<file path="config.mk">
export PLATFORM = sky130hd
export DESIGN_NAME = ex_issue_stage
export DESIGN_NICKNAME = d
export VERILOG_FILES = /design/src/rtl/alu_pkg.sv /design/src/rtl/operand_fwd_mux.sv /design/src/rtl/ex_issue_stage.sv
export SDC_FILE = /design/constraint.sdc
export NUM_CORES = 1
export LEC_CHECK = 0
export CORE_AREA = 2 2 136 138
export CTS_BUF_LIST = sky130_fd_sc_hd__clkbuf_2 sky130_fd_sc_hd__clkbuf_4 sky130_fd_sc_hd__clkbuf_8
export DETAILED_ROUTE_END_ITERATION = 6
export DIE_AREA = 0 0 138 140
export GPL_TIMING_DRIVEN = 0
export PLACE_DENSITY = 0.84
export SETUP_SLACK_MARGIN = 0.2
export SLEW_MARGIN = 20
export SYNTH_ARGS = -nofsm -noshare
export SYNTH_HDL_FRONTEND = slang
export SYNTH_SLANG_ARGS = --single-unit
</file>
<file path="constraint.sdc">
create_clock -name clk -period 5.5 [get_ports clk]
set_input_delay 1.1 -clock clk [delete_from_list [all_inputs] [get_ports clk]]
set_output_delay 1.1 -clock clk [all_outputs]
set_load 0.1 [all_outputs]
</file>
<file path="src/rtl/alu_pkg.sv">
// Shared ALU encodings and the ID->EX held-op payload.
// Holds XLEN / RADDR_W, the ALUctr codes, the operand-select enums, the
// packed held-op struct and a small writer-match helper.
package alu_pkg;

    localparam int unsigned XLEN    = 32;
    localparam int unsigned RADDR_W = 5;
    localparam int unsigned CTR_W   = 5;

    // ALUctr = {f7[5], f7[0], f3}
    localparam logic [CTR_W-1:0] ALU_ADD  = 5'b00000;
    localparam logic [CTR_W-1:0] ALU_SLL  = 5'b00001;
    localparam logic [CTR_W-1:0] ALU_SLT  = 5'b00010;
    localparam logic [CTR_W-1:0] ALU_SLTU = 5'b00011;
    localparam logic [CTR_W-1:0] ALU_XOR  = 5'b00100;
    localparam logic [CTR_W-1:0] ALU_SRL  = 5'b00101;
    localparam logic [CTR_W-1:0] ALU_OR   = 5'b00110;
    localparam logic [CTR_W-1:0] ALU_AND  = 5'b00111;
    localparam logic [CTR_W-1:0] ALU_SUB  = 5'b10000;
    localparam logic [CTR_W-1:0] ALU_SRA  = 5'b10101;
    localparam logic [CTR_W-1:0] ALU_LUI  = 5'b11000;

    typedef enum logic [1:0] {
        A_RS1  = 2'd0,
        A_PC   = 2'd1,
        A_ZERO = 2'd2,
        A_RSV  = 2'd3
    } a_sel_e;

    typedef enum logic [1:0] {
        B_RS2  = 2'd0,
        B_IMM  = 2'd1,
        B_FOUR = 2'd2,
        B_RSV  = 2'd3
    } b_sel_e;

    typedef struct packed {
        logic [XLEN-1:0]    pc;
        logic [RADDR_W-1:0] rs1;
        logic [RADDR_W-1:0] rs2;
        logic [XLEN-1:0]    rs1_data;
        logic [XLEN-1:0]    rs2_data;
        logic [XLEN-1:0]    imm;
        a_sel_e             a_sel;
        b_sel_e             b_sel;
        logic [CTR_W-1:0]   alu_ctr;
        logic [RADDR_W-1:0] rd;
        logic               is_load;
    } issue_op_t;

    // A writer hits a source only for a nonzero index; x0 is never hazarded.
    function automatic logic wr_hit(input logic en, input logic [RADDR_W-1:0] wr_rd,
                                    input logic [RADDR_W-1:0] rs);
        return en && (rs != '0) && (wr_rd == rs);
    endfunction

endpackage

</file>
<file path="src/rtl/operand_fwd_mux.sv">
// Resolves one source operand of the held op.
// Ports: used/rs/stored describe the held source; mem_* and wb_* are the
// downstream writers; data is the resolved value, stall flags a load-use.
// With EX_FWD_EN defined: mem > wb > stored, stall on a mem hit whose result
// is not yet available. Without it: stored data only, never stalls.
module operand_fwd_mux
    import alu_pkg::*;
(
    input  logic               used,
    input  logic [RADDR_W-1:0] rs,
    input  logic [XLEN-1:0]    stored,
    input  logic               mem_wr_en,
    input  logic [RADDR_W-1:0] mem_rd,
    input  logic               mem_data_vld,
    input  logic [XLEN-1:0]    mem_data,
    input  logic               wb_wr_en,
    input  logic [RADDR_W-1:0] wb_rd,
    input  logic [XLEN-1:0]    wb_data,
    output logic [XLEN-1:0]    data,
    output logic               stall
);

`ifdef EX_FWD_EN
    // Youngest writer wins.
    always_comb begin
        data  = stored;
        stall = 1'b0;
        if (used && wr_hit(mem_wr_en, mem_rd, rs)) begin
            data  = mem_data;
            stall = !mem_data_vld;
        end else if (used && wr_hit(wb_wr_en, wb_rd, rs)) begin
            data  = wb_data;
        end
    end
`else
    logic unused_fwd;

    assign data       = stored;
    assign stall      = 1'b0;
    assign unused_fwd = ^{used, rs, mem_wr_en, mem_rd, mem_data_vld, mem_data,
                          wb_wr_en, wb_rd, wb_data};
`endif

endmodule

</file>
<file path="src/rtl/ex_issue_stage.sv">
// ID->EX pipeline register feeding the ALU.
// Ports: clk/rst_n; flush; in_* valid/ready op capture from ID; mem_* and
// wb_* downstream writer snoop; out_valid/out_ready handshake to EX/MEM with
// da/db/alu_ctr operands and out_rd/out_is_load/out_pc pass-through.
// Macro EX_FWD_EN: defined enables mem/wb forwarding with load-use stall;
// undefined blocks capture while any source has a pending writer.
module ex_issue_stage
    import alu_pkg::*;
(
    input  logic               clk,
    input  logic               rst_n,
    input  logic               flush,
    input  logic               in_valid,
    output logic               in_ready,
    input  logic [XLEN-1:0]    in_pc,
    input  logic [RADDR_W-1:0] in_rs1,
    input  logic [RADDR_W-1:0] in_rs2,
    input  logic [XLEN-1:0]    in_rs1_data,
    input  logic [XLEN-1:0]    in_rs2_data,
    input  logic [XLEN-1:0]    in_imm,
    input  logic [1:0]         in_a_sel,
    input  logic [1:0]         in_b_sel,
    input  logic [CTR_W-1:0]   in_alu_ctr,
    input  logic [RADDR_W-1:0] in_rd,
    input  logic               in_is_load,
    input  logic               mem_wr_en,
    input  logic [RADDR_W-1:0] mem_rd,
    input  logic               mem_data_vld,
    input  logic [XLEN-1:0]    mem_data,
    input  logic               wb_wr_en,
    input  logic [RADDR_W-1:0] wb_rd,
    input  logic [XLEN-1:0]    wb_data,
    output logic               out_valid,
    input  logic               out_ready,
    output logic [XLEN-1:0]    da,
    output logic [XLEN-1:0]    db,
    output logic [CTR_W-1:0]   alu_ctr,
    output logic [RADDR_W-1:0] out_rd,
    output logic               out_is_load,
    output logic [XLEN-1:0]    out_pc
);

    issue_op_t       op_q, op_d;
    logic            valid_q, valid_d;
    logic [XLEN-1:0] rs1_val, rs2_val;
    logic            stall1, stall2, load_use;
    logic            use1_q, use2_q, use1_in, use2_in;
    logic            fire, accept, blocked;

    assign use1_q  = (op_q.a_sel == A_RS1);
    assign use2_q  = (op_q.b_sel == B_RS2);
    assign use1_in = (in_a_sel == A_RS1);
    assign use2_in = (in_b_sel == B_RS2);

    operand_fwd_mux u_fwd_rs1 (
        .used(use1_q), .rs(op_q.rs1), .stored(op_q.rs1_data),
        .mem_wr_en(mem_wr_en), .mem_rd(mem_rd), .mem_data_vld(mem_data_vld), .mem_data(mem_data),
        .wb_wr_en(wb_wr_en), .wb_rd(wb_rd), .wb_data(wb_data),
        .data(rs1_val), .stall(stall1)
    );

    operand_fwd_mux u_fwd_rs2 (
        .used(use2_q), .rs(op_q.rs2), .stored(op_q.rs2_data),
        .mem_wr_en(mem_wr_en), .mem_rd(mem_rd), .mem_data_vld(mem_data_vld), .mem_data(mem_data),
        .wb_wr_en(wb_wr_en), .wb_rd(wb_rd), .wb_data(wb_data),
        .data(rs2_val), .stall(stall2)
    );

    assign load_use = stall1 || stall2;

`ifdef EX_FWD_EN
    assign blocked = 1'b0;
`else
    // Held op, mem and wb are all writers whose result is not yet in the regfile.
    assign blocked = in_valid && (
        (use1_in && (wr_hit(valid_q, op_q.rd, in_rs1) || wr_hit(mem_wr_en, mem_rd, in_rs1) ||
                     wr_hit(wb_wr_en, wb_rd, in_rs1))) ||
        (use2_in && (wr_hit(valid_q, op_q.rd, in_rs2) || wr_hit(mem_wr_en, mem_rd, in_rs2) ||
                     wr_hit(wb_wr_en, wb_rd, in_rs2))));
`endif

    assign out_valid = valid_q && !load_use;
    assign fire      = out_valid && out_ready;
    assign in_ready  = (!valid_q || fire) && !blocked;
    assign accept    = in_valid && in_ready && !flush;

    // Next held op: flush > accept > leave > snoop wb into stored sources.
    always_comb begin
        valid_d = valid_q;
        op_d    = op_q;
        if (flush) begin
            valid_d = 1'b0;
        end else if (accept) begin
            valid_d          = 1'b1;
            op_d.pc          = in_pc;
            op_d.rs1         = in_rs1;
            op_d.rs2         = in_rs2;
            op_d.rs1_data    = (use1_in && wr_hit(wb_wr_en, wb_rd, in_rs1)) ? wb_data : in_rs1_data;
            op_d.rs2_data    = (use2_in && wr_hit(wb_wr_en, wb_rd, in_rs2)) ? wb_data : in_rs2_data;
            op_d.imm         = in_imm;
            op_d.a_sel       = a_sel_e'(in_a_sel);
            op_d.b_sel       = b_sel_e'(in_b_sel);
            op_d.alu_ctr     = in_alu_ctr;
            op_d.rd          = in_rd;
            op_d.is_load     = in_is_load;
        end else if (fire) begin
            valid_d = 1'b0;
        end else if (valid_q) begin
            if (use1_q && wr_hit(wb_wr_en, wb_rd, op_q.rs1)) op_d.rs1_data = wb_data;
            if (use2_q && wr_hit(wb_wr_en, wb_rd, op_q.rs2)) op_d.rs2_data = wb_data;
        end
    end

    always_ff @(posedge clk or negedge rst_n) begin
        if (!rst_n) begin
            valid_q <= 1'b0;
            op_q    <= '0;
        end else begin
            valid_q <= valid_d;
            op_q    <= op_d;
        end
    end

    // Operand select; reserved encodings read as zero.
    always_comb begin
        da = '0;
        db = '0;
        case (op_q.a_sel)
            A_RS1:   da = rs1_val;
            A_PC:    da = op_q.pc;
            default: da = '0;
        endcase
        case (op_q.b_sel)
            B_RS2:   db = rs2_val;
            B_IMM:   db = op_q.imm;
            B_FOUR:  db = XLEN'(4);
            default: db = '0;
        endcase
    end

    assign alu_ctr     = op_q.alu_ctr;
    assign out_rd      = op_q.rd;
    assign out_is_load = op_q.is_load;
    assign out_pc      = op_q.pc;

endmodule

</file>
==> run summary, run 1 <==
For this design, the sink count on the clock tree is 154. For this run, the number of Yosys warnings is 0. Dividing the detail-routed via count by the number of cells gives 5.12.

The most frequent cell on the critical path was sky130_fd_sc_hd__clkdlybuf4s50_1. The H-tree was split into 4 levels. The first routing iteration left 201 violations. For the pin with the worst max-slew slack, the measured transition is 1.04 ns.

Clock-pin slew was measured on the worst setup and hold paths at 0.09 ns. The longest clock path from root to sink contains 2 buffers. The width of the die came out at 138 um. In the synthesized netlist the dominant register cell turns out to be sky130_fd_sc_hd__dfrtp_1. Master of the slowest instance on the critical path: sky130_fd_sc_hd__clkdlybuf4s50_1. The dominant cell type by area after synthesis is sky130_fd_sc_hd__dfrtp_1. The logs give 0 for the number of violations of the max-capacitance limit and 0.502 ns for the hold slack. The detailed router placed 6334 vias in this run. The cell depth of the worst min-delay path was 1; the power dissipated by switching net loads was 0.00236 W. Setup repair after global routing left no endpoint under its margin.

For the instance count after placement with tap cells included, the log shows 1202. Type of origin of the critical path: an input pin. Power spread over the standard cell area amounts to 410 mW/mm2. The run gives 5.17 nW as the static leakage power. The final clock period utilization by the worst path is 0.900, and the total detailed-routing wirelength is 24000 um.

Setup violations remaining at the end of the flow were counted as 0. The floorplan step defined a core boundary enclosing 0.0178 mm2. In this run the worst path has a maximum fanout of 5. Yosys mapped a number of flops with a built-in enable equal to 0. The run gives 0.174 as the part of the power in the clock network.

A synthesized cell averages 12.6 um2. After clock tree synthesis, the repair step resized 0 gates. After detailed routing, the average wire length per cell comes to 19.5 um. The switching fraction of total power is 0.473, and the post-CTS repair timing setup buffer count is 0.

The async set or reset register ratio after synthesis came out at 1.00. 344 I/O pins were placed. For the overflow left after global routing, the log shows 0. The tools report the type of element capturing the critical path as an output port.

The first global-routing pass estimated 37500 um of wire. Clock latency on the worst-skew pair, taken at its later pin, is 0.45 ns. Entering global routing, the biggest net connects 80 pins. The tools report the instance count of the mapped netlist as 666. The number of clock buffers added by TritonCTS is 17. After filler insertion, the fill cell instance count of the layout stands at 1348.

Counting instances in the post-synthesis netlist gives the leading cell types as sky130_fd_sc_hd__mux2_2 (158), sky130_fd_sc_hd__dfrtp_1 (154), sky130_fd_sc_hd__nor2_1 (70). The portion of synthesized cell area occupied by the leading cell type came out at 0.458. The count of cell instances traversed by the critical path is 6. Ranked by total cell area, the synthesized netlist is headed by sky130_fd_sc_hd__dfrtp_1 (46%), sky130_fd_sc_hd__mux2_2 (21%), sky130_fd_sc_hd__mux2i_1 (7.5%).

The count of cells along the worst register-to-register path is 7, and the initial standard-cell utilization of the core is 0.473. The ratio of cells with drive above 1 in the final layout is 0.272, and the count of cell types in the netlist is 31. The internal portion of the total power is 0.00264 W. The tools report the fraction of power consumed by combinational cells as 0.529.

The tools report the post-detailed-placement half-perimeter wirelength as 18000 um. On the critical path the largest part of the delay comes from buffers and inverters. The tools report the fraction of power consumed by sequential logic as 0.296.

The number of failing hold endpoints at the final stage is 0. TritonCTS built the clock tree. Traced cell by cell, the critical path runs through clkdlybuf4s50_1 -> or4_1 -> o21ai_1 -> o22ai_1 -> a21oi_1 -> clkdlybuf4s50_1.

The tightest min-delay check is of the register to register type. The finished layout holds 1236 standard cells, fillers aside. In this run the clock root is driven by a sky130_fd_sc_hd__clkbuf_8. The weighted congestion at the end of routability-driven global placement was 0.836; the length of the first detailed-routing pass in iterations was 4.

The die is 140 um tall. For the combined global-route utilization of all metal layers, the log shows 0.251. In this run the tool buffered the top-level ports with 306 buffer cells. The time the final worst path needs with I/O delays and setup is 4.95 ns. The highest ir drop seen on vdd is 0.290 mV, and the maximum single-stage delay on the critical path is 1.17 ns. The run gives 1227 as the net count reported at finish.

The run finished with clean final reports. The most frequent cell after synthesis was sky130_fd_sc_hd__mux2_2. The setup TNS came out at 0 ns. The number of nets handed over by synthesis was 901. The setup path with the least slack is of type input pin to output port.

The die covers 0.0193 mm2. Buffers inserted to repair hold after CTS numbered 0. The tools report the mapped cell area as 0.00841 mm2. Once detail routing completed, the nets flagged for antenna violations numbered 0. The run gives 49 as the number of standard-cell rows in the floorplan.

The number of buffers and inverters on the critical path was 2; the number of flip-flops and latches in the synthesized netlist was 154. The data arrival time at the worst-slack endpoint is 3.85 ns, and the signed area change from the synthesized netlist to the final layout is 45.0%. Clock skew on the completed layout was measured at 0.0132 ns.

Number of global-route vias before repair: 6848. The worst max-slew margin expressed relative to the limit was 0.307; the register area share after synthesis was 0.458. The number of antenna violations at the first check in global routing is 1, and the fmax is 202 MHz.

For this run, design rule violations remaining after detail routing come to 0. The run gives 0 as the total count of max-transition violations in the final report. For the required time of the worst setup path, the log shows 4.40 ns.
## placed cells by master, fill, tap and decap left out, types with 10 or more instances in the layout
| cell type | instances |
|---|---|
| sky130_fd_sc_hd__mux2_1 | 50 |
| sky130_fd_sc_hd__nand3_1 | 10 |
| sky130_fd_sc_hd__xor2_1 | 26 |
| sky130_fd_sc_hd__xnor2_1 | 12 |
| sky130_fd_sc_hd__dfrtp_1 | 154 |
| sky130_fd_sc_hd__nor2_1 | 70 |
| sky130_fd_sc_hd__clkdlybuf4s50_1 | 305 |
| sky130_fd_sc_hd__clkbuf_8 | 18 |
| sky130_fd_sc_hd__mux2i_1 | 63 |
| sky130_fd_sc_hd__buf_4 | 55 |
| sky130_fd_sc_hd__clkbuf_1 | 15 |
| sky130_fd_sc_hd__mux2_2 | 158 |
## final cells by class
| class | count | area (um2) | area share |
|---|---|---|---|
| Inverter | 2 | 7.51 | 0.000616 |
| Buffer | 85 | 612 | 0.0502 |
| Timing Repair Buffer | 307 | 3100 | 0.254 |
| Multi-Input combinational cell | 425 | 3940 | 0.323 |
| Sequential cell | 154 | 3850 | 0.316 |
| Clock inverter | 13 | 141 | 0.0116 |
| Antenna cell | 2 | 5.00 | 0.000410 |
| Clock buffer | 19 | 255 | 0.0209 |
| Tap cell | 229 | 287 | 0.0235 |
## registers in the layout, indices dropped and copies added, names as in the netlist
name,count
alu_ctr,5
op_q,110
out_is_load,1
out_pc,32
out_rd,5
valid_q,1
## worst register-to-register path: cells and delay by family (launching register included)
family | cells | cell delay (ns)
AO/OA/AOI/OAI | 1 | 0.52
multiplexers | 2 | 0.66
flip-flops | 1 | 0.37
buffers and inverters | 2 | 0.68
AND/OR/NAND/NOR | 2 | 0.64
## layer usage
layer | global-route usage | share of wire | vias up
met4 | 0.108 | 0.036 | 0
met1 | 0.300 | 0.41 | 3131
met5 | 0 | 0 | -
met2 | 0.434 | 0.50 | 204
li1 | - | - | 2944
met3 | 0.0574 | 0.051 | 55
## power by group through the flow
stage | combinational [W] | clock, W | sequential, W
floorplan | 0.00199 | 0 | 0.00148
global placement | 0.00263 | 0 | 0.00149
detailed placement | 0.00265 | 0 | 0.00150
CTS | 0.00266 | 0.000888 | 0.00148
global route | 0.00275 | 0.000932 | 0.00151
finish | 0.00265 | 0.000872 | 0.00148
## kinds of logic after synthesis
group / share of synthesized area
muxes: 0.369
xor gates and xnor gates: 0.0396
AOI/OAI and AO/OA: 0.00758
buffers and inverters: 0.0736
and+or+nand+nor: 0.0518
DFF: 0.458
## stage by stage
step / total power, W / cell area, um2 / util / setup slack [ns]
after CTS: 0.00503 / 12200 / 0.686 / 0.535
after detailed placement: 0.00416 / 11800 / 0.663 / 0.547
final: 0.00500 / 12200 / 0.686 / 0.548
after global routing: 0.00519 / 12200 / 0.686 / 0.467
after global placement: 0.00412 / 11800 / 0.662 / -3.17
after floorplan: 0.00347 / 8410 / - / 1.02
## path summary, 6_finish.rpt
kind	from	endpoint	slack, ns
hold reg to reg	op_q[36]$_DFFE_PN0P_	op_q[36]$_DFFE_PN0P_	0.50
setup / recovery	in_rs2[2]	in_ready	0.55
hold / removal	op_q[36]$_DFFE_PN0P_	op_q[36]$_DFFE_PN0P_	0.50
max in group asynchronous	rst_n	op_q[54]$_DFFE_PN0P_	4.08
setup reg to reg	op_q[11]$_DFFE_PN0P_	op_q[63]$_DFFE_PN0P_	2.50
min in group asynchronous	rst_n	alu_ctr[2]$_DFFE_PN0P_	0.60
No activity file was read; power rests on OpenSTA's default activity.
==> inputs of run 2 (changes only) <==
ABC_AREA = 1   (was unset)
CORE_AREA = 2 2 139 141   (was 2 2 136 138)
DIE_AREA = 0 0 141 143   (was 0 0 138 140)
MAX_ROUTING_LAYER = met4   (was unset)
==> run summary, run 2 <==
The flow ran to the end, and the final reports show no timing, DRC or antenna violations. The combined global-route utilization of all metal layers was 0.338 (+0.0874). Ratio of cells with drive above 1 in the final layout: 0.0753 (-0.196). The width of the die works out to 141 um (+2.2%).

Area enclosed by the die boundary: 0.0202 mm2 (+4.4%). Yosys attributes the largest share of cell area to sky130_fd_sc_hd__dfrtp_1 (43%), sky130_fd_sc_hd__nand2_1 (16%), sky130_fd_sc_hd__nand3_1 (10%). The count of endpoints failing setup in the final report was 0 (unchanged). In this design, the largest share of critical-path delay is due to buffers and inverters. The detailed-route via count came out at 10.0k (+58%). The count of clock tree sinks was 154 (unchanged).

The number of failing hold endpoints at the final stage came out at 0 (unchanged). The number of flops mapped to enable cells by yosys works out to 0 (unchanged). The type of element capturing the critical path was an output port. For the post-detailed-placement half-perimeter wirelength, the log shows 26200 um (+46%). The highest ir drop seen on vdd is 0.225 mV (-22%). The run gives 0.00897 mm2 (+6.6%) as the mapped cell area. For the total count of max-transition violations in the final report, the log shows 0 (unchanged). For the fmax, the log shows 196 MHz (-2.7%). The average via count per standard cell was 5.40 (+5.4%). STA classifies the critical path startpoint as an input pin. The proportion of synthesized area in mux cells works out to 0 (-0.369). The number of flip-flops in the largest register was 110 (unchanged).

The core utilization of the finished layout was 0.688 (+0.00249); the quantity of I/O buffers inserted on ports was 309 (+0.98%). In the synthesized netlist the dominant register cell turns out to be sky130_fd_sc_hd__dfrtp_1. Setup repair after global routing left no endpoint under its margin.

For the number of standard-cell rows in the floorplan, the log shows 50 (+2.0%). Adder-cell area share of the yosys netlist: 0 (unchanged). Final worst-path setup slack: 0.408 ns (-0.139 ns). The time the final worst path needs with I/O delays and setup is 5.09 ns (+0.139 ns). Largest fanout on the critical path: 10 (+5). Ranked by flip-flop count, first place goes to op_q. The number of global-route vias before repair is 9524 (+39%).

The logs give 33400 um (+39%) for the total detailed-routing wirelength and 0.483 (+0.00944) for the initial standard-cell utilization of the core. The tools report the length of the first detailed-routing pass in iterations as 6 (+2). The number of flip-flops and latches in the synthesized netlist came out at 154 (unchanged).

The run gives 0.492 ns (-0.0109 ns) as the hold slack. The async set or reset register ratio after synthesis was 1.00 (unchanged). The power density relative to cell area is 363 mW/mm2 (-11%), and the maximum number of buffers from clock root to sink is 2 (unchanged). The mean routed wirelength per cell was 18.0 um (-7.4%). Leaving out fill and tap cells, the most frequent cell in the layout is sky130_fd_sc_hd__nand2_1.

The share of the synthesized area in compound gates (AO/OA/AOI/OAI) came out at 0.0813 (+0.0738). The slowest stage of the critical path is the sky130_fd_sc_hd__clkdlybuf4s15_1 cell. The number of buffers and inverters on the critical path was 5 (+3).

The startpoint-to-endpoint class of the critical path is input pin to output port. The slew of the pin with the lowest slew margin was 1.04 ns (+0.00643 ns); the post-synth net total was 1513 (+68%). The multi-input combinational cell area came out at 0.00379 mm2 (-3.8%). The portion of synthesized cell area occupied by the leading cell type was 0.430 (-0.0283). The placement-stage worst setup slack was 0.129 ns (-0.417 ns); the die span in y was 143 um (+2.1%). For the post-CTS repair timing setup buffer count, the log shows 0 (unchanged). The critical path goes through clkdlybuf4s50_1 -> inv_1 -> nand2_1 -> nand2_1 -> nor2_1 -> nand2_1 -> nor2_1 -> nor2_1 -> nand3_2 -> a21boi_0 -> buf_2 -> buf_2 -> clkdlybuf4s15_1. For the count of cell types in the netlist, the log shows 24 (-23%).

The number of antenna violations at the first check in global routing is 0 (-1), and the net count reported at finish is 1842 (+50%). The logs give 0.00385 mm2 (unchanged) for the sequential cell area in the final layout and 947 (+370%) for the initial DRC count. The number of violations of the max-capacitance limit is 0 (unchanged). The average footprint of a synthesized cell came out at 7.02 um2 (-44%). The final clock period utilization by the worst path came out at 0.926 (+0.0253). The clock-pin slew reported for the worst setup and hold paths after clock tree synthesis works out to 0.09 ns (about the same). CTS root buffer: sky130_fd_sc_hd__clkbuf_8. For the data arrival time at the worst-slack endpoint, the log shows 3.99 ns (+0.14 ns). The DRC violations left came out at 0 (unchanged). The tools report the remaining antenna violation count as 0 (unchanged).

For the static leakage power, the log shows 6.38 nW (+23%). The count of warnings emitted by yosys is 0 (unchanged), and the register area share after synthesis is 0.430 (-0.0283). The logs give 2.72 ns (+0.22 ns) for the slack of the worst reg-to-reg path and 1579 (+17%) for the filler cell count in the final layout.

The tools report the instance count of the mapped netlist as 1278 (+92%). For the wire length of the first global-routing pass, the log shows 50800 um (+35%). The basic-gate share of the synthesized area counting and, or, nand and nor cells was 0.337 (+0.286); the largest net degree at the start of global routing was 94 (+18%).

The maximum clock skew at final layout is 0.0127 ns (-0.000595 ns). The library cells used most frequently in the layout, excluding fill and tap cells, are sky130_fd_sc_hd__nand2_1 (381), sky130_fd_sc_hd__clkdlybuf4s50_1 (307), sky130_fd_sc_hd__nand3_1 (183). Combinational family with the most area after synthesis: simple AND/OR/NAND/NOR gates. The signed area change from the synthesized netlist to the final layout is 42.7%. The run gives 0.48 ns (+0.03 ns) as the insertion delay to the later sink of the worst-skew pair.

The worst max-slew margin expressed relative to the limit came out at 0.303 (-0.00430). The biggest area contributor in the post-synthesis netlist is sky130_fd_sc_hd__dfrtp_1. For the H-tree depth, the log shows 4 (unchanged).

Xor-xnor portion of the synthesized cell area: 0.00391 (-0.0357). The diode insertion count for antenna repair was 0 (-2); the total CTS buffers was 17 (unchanged). The most frequent cell after synthesis is sky130_fd_sc_hd__nand2_1. The maximum single-stage delay on the critical path was 0.85 ns (-0.32 ns).

The run gives 344 (unchanged) as the top-level port count. Sorting the synthesized cells by how often they occur yields sky130_fd_sc_hd__nand2_1 (381), sky130_fd_sc_hd__nand3_1 (183), sky130_fd_sc_hd__dfrtp_1 (154). The logs give 0.995 (+19%) for the weighted congestion at the end of routability-driven global placement and 0 (unchanged) for the overflow left after global routing.

TritonCTS built the clock tree. The worst hold path belongs to the class register to register. The logs give 0.0186 mm2 (+4.5%) for the core footprint and 4.40 ns (about the same) for the required time of the worst setup path.
==> run 2: final cells by class <==
cell class,count,area share
well taps,234,0.0229
multi-input cells,848,0.296
repair buffers,310,0.244
inverters,148,0.0434
plain buffers,128,0.0601
clock buffers,18,0.0194
flip-flops and latches,154,0.301
clock inverters,14,0.0124
==> run 2: what timing repair did <==
item / CTS / global route
resized for setup: 1 / 1
setup endpoints to repair: 1 / 1
hold buffers: 0 / 0
==> run 2: per-stage QoR <==
stage                     setup TNS, ns  cells  area [um2]  total power [W]
after floorplan                       0   1278        8970          0.00308
after global placement          -448.41   1821       12400          0.00372
after detailed placement              0   1822       12400          0.00375
after CTS                             0   1854       12800          0.00464
after global routing                  0   1854       12800          0.00481
final                                 0   1854       12800          0.00464
==> run 2: cell families (layout without fill, tap and decap cells) <==
| family | Yosys count | after routing |
|---|---|---|
| buffers and inverters | 276 | 618 |
| DFF | 154 | 154 |
| AOI/OAI and AO/OA | 143 | 143 |
| and+or+nand+nor | 701 | 701 |
| xor gates and xnor gates | 4 | 4 |
==> run 2: final timing paths <==
| check | start | end | depth (start not counted) |
|---|---|---|---|
| worst min register to register | alu_ctr[1]$_DFFE_PN0P_ | alu_ctr[1]$_DFFE_PN0P_ | 2 |
| worst min-delay path | alu_ctr[1]$_DFFE_PN0P_ | alu_ctr[1]$_DFFE_PN0P_ | 2 |
| max in group asynchronous | rst_n | op_q[97]$_DFFE_PN0P_ | 2 |
| min in group asynchronous | rst_n | op_q[20]$_DFFE_PN0P_ | 1 |
| worst max-delay path | in_rs2[1] | in_ready | 13 |
| worst max register to register | op_q[12]$_DFFE_PN0P_ | op_q[57]$_DFFE_PN0P_ | 8 |
==> run 2: routing by layer <==
metal | track usage | share of wire | vias up | wire length (um)
met1 | 0.444 | 0.42 | 4711 | 14000
met5 | - | 0 | - | 0
li1 | - | - | 4711 | -
met2 | 0.534 | 0.47 | 515 | 15700
met4 | 0.121 | 0.033 | 0 | 1110
met3 | 0.0563 | 0.077 | 79 | 2570
==> run 2: power breakdown <==
| group | internal [W] | leakage [nW] | total (W) | switching [W] |
|---|---|---|---|---|
| sequential | 0.00132 | 1.81 | 0.00144 | 0.000125 |
| clock | 0.000425 | 0.195 | 0.000909 | 0.000484 |
| combinational | 0.000626 | 4.38 | 0.00229 | 0.00167 |
==> run 2: tightest hold or removal path, delay by kind of cell, from the launching register on <==
| kind | cells | cell delay, ns |
|---|---|---|
| flops | 1 | 0.35 |
| simple gates | 2 | 0.11 |
